## src/rtl/led_pattern_sequencer_pkg.sv

```systemverilog
// Shared types and constants for the LED pattern sequencer and its prescaler.
// Latency: n/a (declarations only).
// Backpressure: n/a.
package led_pattern_sequencer_pkg;

  typedef enum logic {
    ST_IDLE = 1'b0,
    ST_RUN  = 1'b1
  } seq_state_t;

  localparam int DWELL_W        = 8;
  localparam int TICK_DIV_50MHZ = 5000000;  // 0.1 s per tick at 50 MHz

  // A programmed dwell of 0 behaves as 1 so the counter can never underflow.
  function automatic logic [DWELL_W-1:0] dwell_eff(input logic [DWELL_W-1:0] d);
    return (d == '0) ? DWELL_W'(1) : d;
  endfunction

endpackage

```

## src/rtl/led_pattern_sequencer_tick_prescaler.sv

```systemverilog
// Divides clock into a one-cycle tick every TICK_DIV enabled cycles.
// Latency: first tick TICK_DIV cycles after enable rises with the count at 0.
// Backpressure: none; clear holds the count at 0 and overrides enable.
// Ports: clock, reset (async, active-high), clear (sync), enable, tick (comb from count).
module tick_prescaler
  import led_pattern_sequencer_pkg::*;
#(
  parameter int TICK_DIV = TICK_DIV_50MHZ
) (
  input  logic clock,
  input  logic reset,
  input  logic clear,
  input  logic enable,
  output logic tick
);

  localparam int            CW   = $clog2(TICK_DIV);
  localparam logic [CW-1:0] LAST = CW'(TICK_DIV - 1);

  logic [CW-1:0] r_count;
  logic          w_last;

  assign w_last = (r_count == LAST);

  always_ff @(posedge clock or posedge reset) begin
    if (reset) begin
      r_count <= '0;
    end else if (clear) begin
      r_count <= '0;
    end else if (enable) begin
      r_count <= w_last ? '0 : r_count + 1'b1;
    end
  end

  assign tick = enable && w_last;

endmodule

```

## src/rtl/led_pattern_sequencer.sv

```systemverilog
// Plays a NUM_STEPS-entry table of LED frames, each held for dwell*TICK_DIV clocks, wrapping.
// Latency: start sampled at edge N shows frame 0 from cycle N+1; stop returns to IDLE next cycle.
// Backpressure: none; table writes accepted every cycle in any state.
// Ports: clock, reset (async, active-high), start, stop, wr_en/wr_addr/wr_frame/wr_dwell
//        (table write), leds (registered), busy, step_idx, tick.
// Optional macro SEQ_ONESHOT_EN adds input oneshot and output done (single pass then IDLE).
module led_pattern_sequencer
  import led_pattern_sequencer_pkg::*;
#(
  parameter  int TICK_DIV  = TICK_DIV_50MHZ,
  parameter  int NUM_LEDS  = 8,
  parameter  int NUM_STEPS = 4,
  localparam int SW        = $clog2(NUM_STEPS)
) (
  input  logic                clock,
  input  logic                reset,
  input  logic                start,
  input  logic                stop,
  input  logic                wr_en,
  input  logic [SW-1:0]       wr_addr,
  input  logic [NUM_LEDS-1:0] wr_frame,
  input  logic [DWELL_W-1:0]  wr_dwell,
  output logic [NUM_LEDS-1:0] leds,
  output logic                busy,
  output logic [SW-1:0]       step_idx,
  output logic                tick
`ifdef SEQ_ONESHOT_EN
  ,
  input  logic                oneshot,
  output logic                done
`endif
);

  seq_state_t          r_state, w_state_nxt;
  logic [SW-1:0]       r_step, w_step_nxt, w_step_inc;
  logic [NUM_LEDS-1:0] r_leds, w_leds_nxt;
  logic [DWELL_W-1:0]  r_dwell, w_dwell_nxt;
  logic [NUM_LEDS-1:0] r_frame_tab [NUM_STEPS];
  logic [DWELL_W-1:0]  r_dwell_tab [NUM_STEPS];
  logic                w_run, w_clear, w_tick, w_frame_end, w_oneshot_end;

  assign w_run   = (r_state == ST_RUN);
  // Prescaler only counts in RUN, and restarts from 0 on every entry to RUN.
  assign w_clear = (r_state == ST_IDLE) || stop;

  tick_prescaler #(
    .TICK_DIV(TICK_DIV)
  ) u_prescaler (
    .clock (clock),
    .reset (reset),
    .clear (w_clear),
    .enable(w_run),
    .tick  (w_tick)
  );

  // Last tick of the current frame's dwell: the step advances on this edge.
  assign w_frame_end = w_run && !stop && w_tick && (r_dwell <= DWELL_W'(1));
  assign w_step_inc  = r_step + 1'b1;

`ifdef SEQ_ONESHOT_EN
  logic r_oneshot, r_done;

  // NUM_STEPS is a power of 2, so the last index is all ones.
  assign w_oneshot_end = r_oneshot && (&r_step);

  always_ff @(posedge clock or posedge reset) begin
    if (reset) begin
      r_oneshot <= 1'b0;
      r_done    <= 1'b0;
    end else begin
      if ((r_state == ST_IDLE) && start && !stop) begin
        r_oneshot <= oneshot;
      end
      r_done <= w_frame_end && w_oneshot_end;
    end
  end

  assign done = r_done;
`else
  assign w_oneshot_end = 1'b0;
`endif

  always_comb begin
    w_state_nxt = r_state;
    w_step_nxt  = r_step;
    w_leds_nxt  = r_leds;
    w_dwell_nxt = r_dwell;
    case (r_state)
      ST_IDLE: begin
        w_leds_nxt = '0;
        w_step_nxt = '0;
        if (start && !stop) begin
          w_state_nxt = ST_RUN;
          w_leds_nxt  = r_frame_tab[0];
          w_dwell_nxt = dwell_eff(r_dwell_tab[0]);
        end
      end
      ST_RUN: begin
        if (stop) begin
          w_state_nxt = ST_IDLE;
          w_leds_nxt  = '0;
          w_step_nxt  = '0;
        end else if (w_frame_end) begin
          if (w_oneshot_end) begin
            w_state_nxt = ST_IDLE;
            w_leds_nxt  = '0;
            w_step_nxt  = '0;
          end else begin
            // Table reads here see the pre-edge contents, so a same-edge
            // write to the entry being entered takes effect on the next pass.
            w_step_nxt  = w_step_inc;
            w_leds_nxt  = r_frame_tab[w_step_inc];
            w_dwell_nxt = dwell_eff(r_dwell_tab[w_step_inc]);
          end
        end else if (w_tick) begin
          w_dwell_nxt = r_dwell - 1'b1;
        end
      end
      default: w_state_nxt = ST_IDLE;
    endcase
  end

  always_ff @(posedge clock or posedge reset) begin
    if (reset) begin
      r_state <= ST_IDLE;
    end else begin
      r_state <= w_state_nxt;
    end
  end

  always_ff @(posedge clock or posedge reset) begin
    if (reset) begin
      r_step  <= '0;
      r_leds  <= '0;
      r_dwell <= '0;
    end else begin
      r_step  <= w_step_nxt;
      r_leds  <= w_leds_nxt;
      r_dwell <= w_dwell_nxt;
    end
  end

  always_ff @(posedge clock or posedge reset) begin
    if (reset) begin
      for (int i = 0; i < NUM_STEPS; i++) begin
        r_frame_tab[i] <= '0;
        r_dwell_tab[i] <= DWELL_W'(1);
      end
    end else if (wr_en) begin
      r_frame_tab[wr_addr] <= wr_frame;
      r_dwell_tab[wr_addr] <= wr_dwell;
    end
  end

  assign leds     = r_leds;
  assign busy     = w_run;
  assign step_idx = r_step;
  assign tick     = w_tick;

endmodule

```

## config.mk

```make
export PLATFORM = sky130hd
export DESIGN_NAME = led_pattern_sequencer
export DESIGN_NICKNAME = d
export VERILOG_FILES = /design/src/rtl/led_pattern_sequencer_pkg.sv /design/src/rtl/led_pattern_sequencer_tick_prescaler.sv /design/src/rtl/led_pattern_sequencer.sv
export SDC_FILE = /design/constraint.sdc
export NUM_CORES = 1
export LEC_CHECK = 0
export CAP_MARGIN = 15
export CORE_MARGIN = 4
export CORE_UTILIZATION = 63
export DETAILED_ROUTE_END_ITERATION = 6
export HOLD_SLACK_MARGIN = 0.03
export PLACE_DENSITY = 0.84
export SETUP_SLACK_MARGIN = 0.5
export SLEW_MARGIN = 40
export SYNTH_ARGS = -nofsm -noshare
export SYNTH_HDL_FRONTEND = slang
export SYNTH_SLANG_ARGS = --single-unit
```

## constraint.sdc

```tcl
create_clock -name clock -period 5.42 [get_ports clock]
set_input_delay 0.542 -clock clock [delete_from_list [all_inputs] [get_ports clock]]
set_output_delay 0.542 -clock clock [all_outputs]
set_load 0.01 [all_outputs]
```

Yosys cells after proc, flatten, opt, wreduce, memory -nomap -nowiden:

Index checks and enable logic that the tools add are counted.

* bits in registers: 106
* bits in latches: 0
* memories kept: 0
* output and inout port bits: 12
* bits in writable memories: 0
* bits in read-only memories: 0
* logic and storage cells: 70

* add/subtract/negate cells: 3
* reduce and logical (&&, ||, !) cells: 12
* shift operators: 0
* muxes and demuxes: 30
* multipliers: 0
* magnitude comparators: 4
* equal/unequal tests: 5
* divide/modulo/power cells: 0
* bitwise operators: 3

Operators by type and width (number)
* two-way mux 8 bit: 14
* two-way mux 23 bit: 3
* bitwise mux 32 bit: 2
* binary-select mux 8 bit (select 2 bit): 2
* case mux 8 bit (2 select lines): 2
* adder 23 x 1 -> 23 bit (second input constant): 1
* equality test 23 bit (second input constant): 1
* demux 8 bit (select 2 bit): 1
* logical NOT 8 bit: 2
* less-or-equal comparator 8 x 1 -> 1 bit (second input constant): 1
* subtractor 8 x 1 -> 8 bit (second input constant): 1
* greater-or-equal comparator 3 bit (second input constant): 2
* logical AND 1 bit: 6
* inverter 2 -> 3 bit: 2
* two-way mux 2 bit: 2
* case mux 2 bit (2 select lines): 1
* less-than comparator 3 x 1 -> 1 bit (second input constant): 1
* inequality test 3 x 1 -> 1 bit (second input constant): 1
* inequality test 3 x 2 -> 1 bit (second input constant): 1
* AND reduction 3 bit: 1
* adder 2 x 1 -> 2 bit (second input constant): 1
* two-way mux 1 bit: 2
* inequality test 2 x 1 -> 1 bit (second input constant): 1
* inequality test 2 bit (second input constant): 1
* 5 further kinds: 5

Longest topological paths before layout:

Gate-level depths: netlist (run 1).

* word-level depth: 10
* depth in mapped cells: 8
* depth with buffers taken out: 7

Hierarchy:

Synthesis (run 1) repeated with hierarchy kept, for this count alone.

* cell total of the unflattened synthesis: 446
* area, all modules: 5296.3 sq um

By module, submodules not included
* led_pattern_sequencer: area each 3968.8 sq um, cells an instance 303, times used 1
* tick_prescaler: area each 1327.5 sq um, cells an instance 143, times used 1

Worst setup path after synthesis (run 1):

Ideal clock, no wire load.

* path kind: register to register
* start point: reg r_dwell[2]
* end point: reg r_dwell[5]
* data required time: 5.294 ns
* setup time: 0.126 ns
* cell stages (with the launch flop): 7
* buffers on the path: 1
* path slack: 3.309 ns
* clock period less this slack: 2.111 ns
* data arrival time: 1.985 ns
* cell sequence: dfrtp_1 or4_4 or4_4 buf_6 nor2_1 a211oi_1 a221o_1

* word-level cells in the longest chain between the ends: 5
* elaborated cells between the ends (all ways): 9

RTL lines
* from (decl): RTL line led_pattern_sequencer.sv:37 `logic [DWELL_W-1:0] r_dwell, w_dwell_nxt;`
* from (signal assigned): RTL line led_pattern_sequencer.sv:139 `r_dwell <= w_dwell_nxt;`
* subtractor 8 x 1 -> 8 bit or less-or-equal comparator 8 x 1 -> 1 bit (tied branches): RTL line led_pattern_sequencer.sv:116, led_pattern_sequencer.sv:57
* two-way mux 8 bit or logical AND 1 bit (tied branches): RTL line led_pattern_sequencer.sv:115, led_pattern_sequencer.sv:57
* two-way mux 8 bit: RTL line led_pattern_sequencer.sv:103 `end else if (w_frame_end) begin`
* two-way mux 8 bit: RTL line led_pattern_sequencer.sv:99 `if (stop) begin`
* case mux 8 bit (2 select lines): RTL line led_pattern_sequencer.sv:88 `case (r_state)`

Parallel ways exist; a longest one is shown, timed or not. The select of a mux whose other input is x is not followed.
A chain may end at the register's enable or synchronous reset.

Final worst setup path (run 1):

* start point: reg u_prescaler.r_count[12]
* end point: out tick

* word-level cells in the longest chain between the ends: 2

RTL lines
* from (decl): RTL line led_pattern_sequencer_tick_prescaler.sv:20 `logic [CW-1:0] r_count;`
* from (signal assigned): RTL line led_pattern_sequencer_tick_prescaler.sv:31 `r_count <= w_last ? '0 : r_count + 1'b1;`
* equality test 23 bit: RTL line led_pattern_sequencer_tick_prescaler.sv:23 `assign w_last = (r_count == LAST);`
* logical AND 1 bit: RTL line led_pattern_sequencer_tick_prescaler.sv:35 `assign tick = enable && w_last;`
* to (decl): RTL line led_pattern_sequencer.sv:26 `output logic tick`

Every way passes these cells.

==> results by stage, run 1 <==
GRT:
- The number of global-route vias before repair was 3651.
- After global routing the overflow that remains totals 0.
- The first global-routing pass estimated 18510 µm of wire.
- The global-route usage over all layers is 24.10%.
- The initial antenna violation count was 0.
- Entering global routing, the biggest net connects 75 pins.

Power:
- Total power for the finished layout comes to 1799 µW.
- The leakage power is 0.002384 µW.
- The ratio of total power to cell area is 312.9 mW/mm².
- The worst supply voltage drop on vdd is 0.2659 mV.

Finish:
- Compared with the post-synthesis result, the final layout area differs by 12.95%.
- The number of antenna diodes is 0.
- The post-route netlist has 23.96% of its cells at a drive strength greater than 1.
- The total area of multi-input combinational cells is 0.002336 mm².
- The final layout contains 476 nets.
- The area of all sequential standard cells is 0.002660 mm².
- The filler cells instantiated in the layout total 514.
- The count of cells in the finished layout, fillers not included, comes to 557.

Clocking:
- Buffers inserted during clock tree synthesis total 9.
- The hold buffer count at cts is 0.
- After clock tree synthesis, the clock-pin slew on the worst setup and hold paths is 110 ps.
- Post-CTS repair changed the size of 0 cells.
- The buffer cell driving the clock tree root is clkbuf_8.
- The clock tree buffer depth is 2.
- The later pin in the worst-skew pair is clocked with a latency of 370 ps.
- The clock tree synthesis step divided the H-tree into 3 levels.
- TritonCTS built the clock tree.
- The number of post-CTS setup repair buffers is 0.
- The tree built by TritonCTS fans out to 106 sinks.

Logic synthesis:
- The net count of the mapped netlist is 446.
- During synthesis, Yosys emitted a total of 0 warnings.
- The main flop type after synthesis is dfrtp_1.
- Yosys attributes the largest share of cell area to dfrtp_1 (50%), mux2_2 (14%), xor2_1 (3.6%).
- The synthesized design contains 0 enable-type register cells.
- The area fraction of the dominant cell type after synthesis is 50.15%.
- Synthesis inferred 106 register bits.
- The sequential share of the synthesized area is 52.21%.
- The synthesized instance count is 420.
- The synthesized netlist contains 47 unique library cells.
- For this run, asynchronously set or reset flops after synthesis account for 100.0%.
- The synthesized design spends more area on one cell type than any other, namely dfrtp_1.
- In this run the mean area of a mapped cell was 12.12 µm².
- The area of the mapped netlist is 0.005090 mm².

STA:
- Setup repair after global routing left no endpoint under its margin.
- The worst hold slack is 515.2 ps.
- Setup slack on the critical path of the routed design comes to 2250 ps.
- The worst clock skew is 8.579 ps.
- The tightest slew margin relative to the limit is 44.26%.
- The portion of the clock cycle consumed by the worst path in the final layout is 58.49%.
- The final-report hold violation count is 0.
- For this run, the top clock speed supported by timing is 315.4 MHz.
- For the pin with the worst max-slew slack, the measured transition is 834.4 ps.
- Adding up every negative setup slack in the final design gives 0 ps.
- The minimum clock period after layout is 3170 ps.
- Setup violations remaining at the end of the flow were counted as 0.
- The max-slew violation count came to 0.

Die:
- During I/O placement, the number of pins put on the boundary was 35.
- The height of the die is 97.89 µm.
- The core region is 0.007807 mm².
- Row generation in the floorplan step produced 32 rows.
- The die outline area is 0.009581 mm².
- The initial utilization of the core area, before any placement, comes to 65.19%.
- The die span in x is 97.89 µm.

Placed design:
- The final estimated routing congestion in global placement is 0.9122.
- Buffers placed on the I/O ports in this run total 34.
- The detailed placer's ending HPWL is 7436 µm.
- Counting tap cells, the placed design contains a total of 541 instances.
- The post-placement setup slack is 2544 ps.

Routing:
- In the routed design, unresolved DRC markers number 0.
- The initial DRC count is 236.
- The number of detailed-routing iterations run before antenna repair is 4.
- The total number of vias is 3448.
- The routed length per placed instance is 19.32 µm.
- The routed length on met2 is 5355 µm.
- The final layout contains routed wiring with a total length of 10760 µm.
- After detailed routing, no signal wire sits above met4.
- The post-detailed-route via-to-cell ratio is 6.190.
- Once detail routing completed, the nets flagged for antenna violations numbered 0.
- In the detailed route, the total length drawn on met3 is 472 µm.
- The detailed router put a total of 4813 µm of wire on met1.

Critical path:
- At the worst endpoint, the required time is 4880 ps.
- The maximum fanout along the worst path is 12.
- The critical path launch point type is a flop.
- The setup path with the least slack is of type reg -> out.
- Data arrives at the worst endpoint at 2630 ps.
- The type of element capturing the critical path is an output port.
- Counting cells, the worst reg-to-reg path comes to 5.
- The slack of the worst reg-to-reg path is 3020 ps.

Outcome:
- The run finished with clean final reports.

Hold path:
- The number of instances on the worst hold path is 1.
- The class of the tightest hold or removal check is reg -> reg.

Job:
- The count of maximum capacitance violations is 0.
through the flow:
| step | utilization [%] | area (µm²) |
|---|---|---|
| after floorplan | - | 5090 |
| after CTS | 73.64 | 5749 |
| after detailed placement | 70.87 | 5533 |
| after global routing | 73.64 | 5749 |
| after global placement | 70.32 | 5490 |
| final | 73.64 | 5749 |
critical path, cell delays in order, from the launching register on:
cell and delay, ps:
dfrtp_1 520, or4bb_1 610, nor3_1 270, nand3_1 200
inv_1 120, clkdlybuf4s50_1 540
synth_stat cells, types with 2 or more instances:
| master | n |
|---|---|
| a21o_1 | 10 |
| nor3_1 | 4 |
| o32a_1 | 2 |
| nor4_1 | 4 |
| mux2i_1 | 10 |
| or4_4 | 2 |
| inv_1 | 6 |
| buf_2 | 6 |
| a31oi_1 | 4 |
| ha_1 | 3 |
| dfstp_2 | 4 |
| and2_1 | 4 |
| clkbuf_1 | 12 |
| nor4_4 | 2 |
| nand3_1 | 11 |
| xnor2_1 | 6 |
| a2bb2oi_1 | 8 |
| a211oi_1 | 4 |
| nand2_1 | 18 |
| mux4_2 | 8 |
| nand3b_1 | 2 |
| nand4_1 | 9 |
| nand2b_1 | 5 |
| a221o_1 | 3 |
| nor2b_1 | 3 |
| and4_1 | 3 |
| and3_1 | 7 |
| nor2_1 | 46 |
| a21oi_1 | 12 |
| mux2_2 | 64 |
| xor2_1 | 21 |
| dfrtp_1 | 102 |
cell families (layout without fill, tap and decap cells):
group	after synthesis	after routing	share of synthesized area, %
simple gates	128	128	13.64
flops	106	106	52.21
mux	82	82	19.67
compound gates	48	48	6.883
xor+xnor	27	27	4.646
buf+inv	26	61	2.212
fa+ha+maj	3	3	0.7375
cell usage in the layout, fill, tap and decap left out, types with 12 or more instances in the layout:
cell type        netlist  routed
a21oi_1               12      12
dfrtp_1              102     100
nand2_1               18      18
mux2_2                64      64
xor2_1                21      21
nor2_1                46      46
clkdlybuf4s50_1        0      34
report_power, final:
group	switching [µW]	internal, µW	total [µW]
registers	84.6	905	989
logic	126	164	290
clock network	282	237	519
total	493	1310	1800
cell type report:
type                    instances  share of cell area (%)
multi-input cells             288                   40.63
well taps                     102                   2.220
inverters                       6                  0.4788
flip-flops and latches        106                   46.27
clock inverters                 6                   1.371
clock buffers                  10                   2.394
repair buffers                 39                   6.638
metal layers:
| metal | vias up | global-route usage, % |
|---|---|---|
| li1 | 1583 | - |
| met1 | 1757 | 33.33 |
| met2 | 89 | 39.11 |
| met3 | 19 | 4.643 |
| met4 | 0 | 7.135 |
| met5 | - | 0 |
flip-flops by register name, summed over array words and instances (netlist names):
register,flops
busy,1
r_frame_tab,32
r_dwell_tab,32
u_prescaler.r_count,23
step_idx,2
r_dwell,8
leds,8
worst paths after layout:
check                                          endpoint                     from
worst max-delay path                               tick  u_prescaler.r_count[12]
worst min-delay path                    r_frame_tab[20]          r_frame_tab[20]
worst max register to register               r_dwell[3]  u_prescaler.r_count[12]
worst min register to register          r_frame_tab[20]          r_frame_tab[20]
max in group asynchronous       u_prescaler.r_count[22]                    reset
min in group asynchronous               r_frame_tab[21]                    reset
Note: power is estimated with default switching activity, not from simulation.
==> run 2: changes to the inputs <==
CORE_UTILIZATION = 53   (was 63)
PLACE_DENSITY = 0.76   (was 0.84)
clock period = 2.89 ns   (was 5.42 ns; I/O delays follow)
==> results by stage, run 2 (same netlist as run 1, synthesis figures left out) <==
Outcome:
- The run finished with clean final reports.

Critical path:
- The critical path ends at tick.
- The maximum fanout along the worst path is 2 (-10).
- STA classifies the critical path endpoint as an output port.
- The data arrival time of the critical path was 1980 ps (-650 ps).
- The worst path required time came to 2600 ps (-2280 ps).
- The start of the worst register-to-register path is r_dwell[2].
- The critical setup path kind is reg -> out.
- The worst reg2reg path endpoint is r_dwell[2].
- The count of cells along the worst register-to-register path is 5 (unchanged).
- The worst setup path is launched from a flop.
- The slack of the worst reg-to-reg path was 630 ps (-2390 ps).
- The launch point of the worst path is u_prescaler.r_count[12].

STA:
- The final setup TNS was 0 ps (unchanged).
- The tightest slew margin relative to the limit is 43.22% (-1.0 points).
- The final-report hold violation count is 0 (unchanged).
- The minimum clock period after layout is 2270 ps.
- The total setup violations reported at the end of the flow is 0 (unchanged).
- The max-slew violation count is 0 (unchanged).
- The highest achievable clock rate is 440.6 MHz.
- Of the available clock period, the critical path in the final layout requires 78.54%.
- Setup repair after global routing left no endpoint under its margin.
- The transition time at the pin with the least slew margin came to 848.6 ps (+14.17 ps).
- The worst clock skew is 15.13 ps (+6.553 ps).

Finish:
- The library cells used most frequently in the layout, excluding fill and tap cells, are dfrtp_1 (100), mux2_2 (64), nor2_1 (46), clkdlybuf4s50_1 (33), xor2_1 (21).
- The number of antenna diodes is 0 (unchanged).
- The cell area after layout came to 0.005841 mm² (+1.6%).
- The number of fill cells in the layout is 760 (+48%).
- The final cell count without fillers came to 593 (+6.5%).
- The most common cell after layout, fill and taps aside is dfrtp_1.
- From synthesis to final layout, the design area changed by 14.75%.
- The count of nets after finishing came to 485 (+1.9%).
- The fraction of final layout cells with drive strength greater than 1 was 25.86% (+1.9 points).
- The largest registers in the layout are r_dwell_tab (32), r_frame_tab (32), u_prescaler.r_count (23).
- The fraction of the core area covered by cells at the end of the flow is 62.91% (-11 points).

Die:
- The height of the die is 106.0 µm (+8.3%).
- The area of the core is 0.009284 mm² (+19%).
- The die outline area is 0.01123 mm² (+17%).
- The die span in x is 106.0 µm (+8.3%).
- The number of top-level pins is 35 (unchanged).
- The cell row count is 35 (+9.4%).
- The initial core utilization came to 54.82% (-10 points).

GRT:
- The remaining global-route overflow is 0 (unchanged).
- The first-pass GRT wire length is 17850 µm (-3.6%).
- The largest net degree at the start of global routing came to 89 (+19%).
- The number of global-route vias before repair was 3594 (-1.6%).
- The global-route usage over all layers is 20.02% (-4.1 points).
- The initial antenna violation count is 0 (unchanged).

Clocking:
- The tree is rooted in a clkbuf_8.
- The number of buffers added by the clock tree synthesis step is 9 (unchanged).
- The hold buffer count at cts is 0 (unchanged).
- The clock tree buffer depth is 2 (unchanged).
- The number of clock sinks is 106 (unchanged).
- The clock tree from TritonCTS is yes.
- The clock transition at the register clock pins on the worst setup and hold paths after CTS was 100 ps (about the same).
- The clock insertion delay at the later pin of the skew report is 370 ps (about the same).
- The CTS H-tree depth is 3 (unchanged).

Placed design:
- The placed cell area was 0.005598 mm² (+1.2%).
- The number of buffer cells added on primary ports is 34 (unchanged).
- The final estimated routing congestion in global placement is 0.8675 (-4.9%).
- The count of placed standard cells including taps was 573 (+5.9%).
- The detailed placer's ending HPWL is 7205 µm (-3.1%).

Power:
- The switching fraction of total power is 27.50% (+0.099 points).
- The leakage power is 0.002419 µW (+1.5%).
- The internal cell power is 2357 µW (+81%).
- The switching power came to 894.0 µW (+81%).
- The relative contribution of the clock network to total power is 26.5% (-2.4 points).
- The fraction of power consumed by sequential logic was 57.0% (+2.0 points).
- The ratio of total power to cell area is 556.7 mW/mm² (+78%).
- The total power consumption of the routed design is 3251 µW (+81%).
- The part of the total power dissipated in combinational logic is 16.5% (+0.4 points).
- The worst supply voltage drop on vdd came to 0.4878 mV (+83%).

Routing:
- The total number of vias is 3453 (+0.15%).
- The post-route antenna net violation count is 0 (unchanged).
- The routed length per placed instance was 17.78 µm (-8.0%).
- The number of detailed-routing iterations run before antenna repair is 4 (unchanged).
- The post-detailed-route via-to-cell ratio came to 5.823 (-5.9%).
- The detailed-route DRC error count was 0 (unchanged).
- The initial DRC count was 117 (-50%).
- The total wirelength of the detailed-routed design is 10550 µm (-2.0%).

Hold path:
- The class of the tightest hold or removal check is in -> async.

Job:
- The count of maximum capacitance violations came to 0 (unchanged).
## run 2: cell types whose count changed in the layout (fill, tap and decap cells not counted), sizes merged
cell	previous run	this run
clkbuf	10	11
dlygate4sd2	0	1
buf	5	14
clkdlybuf4s50	34	33
inv	10	6
clkinv	1	3
bufinv	1	0
clkinvlp	0	2
## run 2: power by group through the flow
| stage | sequential [µW] | clock (µW) | combinational (µW) |
|---|---|---|---|
| global placement | 1860 | 0 | 518 |
| CTS | 1850 | 891 | 542 |
| detailed placement | 1880 | 0 | 539 |
| finish | 1850 | 862 | 537 |
| global route | 1880 | 957 | 592 |
| floorplan | 1830 | 0 | 395 |
## run 2: layout make-up
cell class / count / area (µm²) / share of cell area (%)
Clock buffer: 11 / 141.4 / 2.421
Clock inverter: 5 / 50.05 / 0.8569
Tap cell: 129 / 161.4 / 2.764
Inverter: 6 / 26.28 / 0.4499
Multi-Input combinational cell: 288 / 2345 / 40.15
Timing Repair Buffer: 48 / 456.7 / 7.819
Sequential cell: 106 / 2660 / 45.54
## run 2: repair_timing
action | 4_1_cts | 5_1_grt
pin swaps | 1 | 0
buffers inserted | 4 | 0
gates resized for setup | 6 | 3
gates cloned | 0 | 0
endpoints found under the setup margin | 3 | 5
## run 2: worst min-delay path by stage
| stage | cells past startpoint | slack, ps | to | start |
|---|---|---|---|---|
| detailed placement | 1 | 490 | r_dwell_tab[9] | r_dwell_tab[9] |
| global route | 2 | 310 | r_dwell[1] | reset |
| floorplan | 2 | 410 | busy | start |
| global placement | 1 | 480 | r_dwell_tab[1] | r_dwell_tab[1] |
| finish | 2 | 270 | r_dwell[1] | reset |
| CTS | 2 | 280 | r_dwell[1] | reset |
## run 2: worst max-delay path, stage by stage, from the launching register on
cell           delay [ps]
dfrtp_2               420
or4bb_4               560
nor3_2                190
nand3_1               120
inv_1                  70
dlygate4sd2_1         260
## run 2: routing by layer
metal	up-vias	share of wire [%]	GRT usage (%)
met1	1750	45	27.24
li1	1595	-	-
met4	0	1.3	6.846
met5	-	0	0
met3	15	5.1	4.493
met2	93	49	31.88
## run 2: through the flow
stage               hold slack (ps)  setup slack, ps
detailed placement            491.3            408.4
global placement              481.3            460.3
global route                  310.0            507.2
finish                        269.1            620.2
CTS                           278.9            536.2
floorplan                     414.0            778.6
==> run 3: changes to the inputs <==
clock period = 1.9 ns   (was 2.89 ns; I/O delays follow)
==> results by stage, run 3 (same netlist as run 1, synthesis figures left out) <==
Critical path:
- The signal on the critical path passes through or4bb_4 > nor4_4 > buf_4 > buf_4 > and3_4 > a21o_1 > a2bb2oi_2.
- The cell class contributing the biggest share of worst-path delay is simple AND/OR/NAND/NOR gates.
- The critical setup path kind is reg -> reg.
- The number of buffer and inverter stages on the critical path was 2 (unchanged).
- The delay of the slowest cell on the worst path is 600 ps (+40 ps).
- The logic depth of the worst setup path including buffers came to 7 (+2).
- Tracing the worst setup path back leads to its startpoint at u_prescaler.r_count[12].
- The maximum fanout along the worst path is 6 (+4).
- The slowest stage of the critical path is the or4bb_4 cell.
- The cell seen most often among critical-path stages is buf_4.
- In this run the critical register-to-register path is launched from u_prescaler.r_count[12].
- The worst path required time came to 2170 ps (-430 ps).
- The count of cells along the worst register-to-register path was 7 (+2).
- The data arrival time of the critical path is 2410 ps (+430 ps).
- The worst setup path is captured at a flop.
- STA classifies the critical path startpoint as a flop.

Die:
- The cell row count was 35 (unchanged).
- The height of the die is 106.0 µm (unchanged).
- The die span in x is 106.0 µm (unchanged).
- The die outline area is 0.01123 mm² (unchanged).
- The number of top-level pins is 35 (unchanged).
- The initial core utilization is 54.82% (unchanged).
- The area of the core is 0.009284 mm² (unchanged).

Finish:
- The fraction of final layout cells with drive strength greater than 1 was 43.07% (+17 points).
- Compared with the post-synthesis result, the final layout area differs by 30.26%.
- The largest registers in the layout are r_dwell_tab (32), r_frame_tab (32), u_prescaler.r_count (23).
- In the layout the commonest cells are dfrtp_1 (102), mux2_2 (64), buf_4 (57), nor2_1 (25), clkdlybuf4s50_1 (22).
- The area of all sequential standard cells is 0.002658 mm² (about the same).
- The cell area after layout is 0.006630 mm² (+14%).
- The total area of multi-input combinational cells is 0.002581 mm² (+10%).
- The number of antenna diodes is 0 (unchanged).
- The count of nets after finishing is 548 (+13%).
- The most common cell after layout, fill and taps aside is dfrtp_1.
- The number of fill cells in the layout is 633 (-17%).

Routing:
- The routed length per placed instance came to 20.08 µm (+13%).
- The initial DRC count is 203 (+74%).
- The total number of vias came to 3895 (+13%).
- The post-detailed-route via-to-cell ratio came to 5.938 (+2.0%).
- The detailed-route DRC error count was 0 (unchanged).
- The total wirelength of the detailed-routed design is 13170 µm (+25%).
- The post-route antenna net violation count is 0 (unchanged).
- The number of detailed-routing iterations run before antenna repair was 5 (+1).

GRT:
- The initial antenna violation count is 0 (unchanged).
- The global-route usage over all layers is 24.01% (+4.0 points).
- The number of global-route vias before repair came to 4102 (+14%).
- The remaining global-route overflow is 0 (unchanged).
- The first-pass GRT wire length is 21130 µm (+18%).
- The largest net degree at the start of global routing is 36 (-60%).

Placed design:
- The number of buffer cells added on primary ports was 34 (unchanged).
- The detailed placer's ending HPWL is 8149 µm (+13%).
- The final estimated routing congestion in global placement came to 0.8905 (+2.7%).
- The placed cell area is 0.006088 mm² (+8.8%).
- The post-placement setup slack was -182.9 ps (-591.3 ps).

Clocking:
- The hold buffer count at cts is 0 (unchanged).
- The root buffer cell chosen for the clock tree is clkbuf_8.
- The CTS H-tree depth is 3 (unchanged).
- The clock transition at the register clock pins on the worst setup and hold paths after CTS is 110 ps (about the same).
- The clock tree from TritonCTS is yes.
- The clock tree buffer depth came to 2 (unchanged).
- The number of buffers added by the clock tree synthesis step is 9 (unchanged).
- The number of clock sinks is 106 (unchanged).
- The clock insertion delay at the later pin of the skew report is 370 ps (about the same).

STA:
- The minimum setup slack in the final design is -246.9 ps (-867.1 ps).
- The portion of the clock cycle consumed by the worst path in the final layout is 113.0%.
- The total setup violations reported at the end of the flow came to 42 (+42).
- Based on the critical path, the design can be clocked at up to 465.8 MHz.
- Counting I/O delays and the setup requirement, the final critical path takes 2147 ps.
- The tightest slew margin relative to the limit was 58.59% (+15 points).
- Setup repair after global routing could not meet its margin everywhere.
- The worst clock skew is 14.34 ps (-0.7924 ps).
- The max-slew violation count is 0 (unchanged).
- The transition time at the pin with the least slew margin is 617.5 ps (-231.2 ps).
- The final-report hold violation count is 0 (unchanged).

Power:
- The leakage power was 0.002826 µW (+17%).
- The worst supply voltage drop on vdd was 0.6175 mV (+27%).
- The ratio of total power to cell area is 770.8 mW/mm² (+38%).

Outcome:
- The checks that failed: setup timing.
- The flow ran to the end, but the final reports show violations.

Hold path:
- In this run the worst hold path is classified as in -> async.

Job:
- The count of maximum capacitance violations came to 0 (unchanged).
## run 3: changes by cell type in the layout (fill, tap and decap cells not counted), moves of 11 or more
cell,before,now
clkdlybuf4s50_1,33,22
nor2_2,0,19
nor2_1,46,25
buf_4,13,57
## run 3: path summary, 6_finish.rpt
path / end / slack (ps)
setup / recovery: leds[0] / -250
hold / removal: r_dwell_tab[13] / 180
setup reg to reg: leds[0] / -250
hold reg to reg: r_dwell_tab[6] / 510
max in group asynchronous: r_dwell_tab[24] / 1140
min in group clock: busy / 450
## run 3: timing repair
item	CTS	global route
cloned	5	0
resized for setup	53	24
setup endpoints to repair	53	45
endpoints found under the hold margin	0	0
setup buffers	10	7
pin swaps	21	15
## run 3: layer usage
metal	track usage, %	share of wire, %
met5	0	0
met4	7.216	2.1
met3	5.222	5.7
met2	41.89	52
met1	30.03	41
## run 3: through the flow
stage	power, µW	setup TNS (ps)	std cells	utilization, %	hold slack [ps]
6_report	5110	-5043	656	71.42	177.8
5_1_grt	5357	-6913	656	71.42	196.4
4_1_cts	5109	-2156	649	70.07	187.2
3_5_place_dp	3788	-1992	618	65.58	488.0
3_3_place_gp	3726	-1069	618	65.58	481.8
2_1_floorplan	3392	-900.0	420	-	315.0
## run 3: final cells by class
class | instances | share of cell area (%)
Inverter | 6 | 0.3963
Timing Repair Buffer | 107 | 15.53
Clock inverter | 5 | 0.6416
Sequential cell | 106 | 40.08
Clock buffer | 11 | 1.982
Multi-Input combinational cell | 292 | 38.93
Tap cell | 129 | 2.434
## run 3: power breakdown
group / switching, µW / internal, µW
registers: 206 / 2580
logic: 449 / 578
clock network: 796 / 501
total: 1450 / 3660
## run 3: worst reg2reg max path, cell delays in order (launching register included)
cell,delay (ps)
dfrtp_1,410
or4bb_4,600
nor4_4,310
buf_4,180
buf_4,120
and3_4,240
a21o_1,150
a2bb2oi_2,60
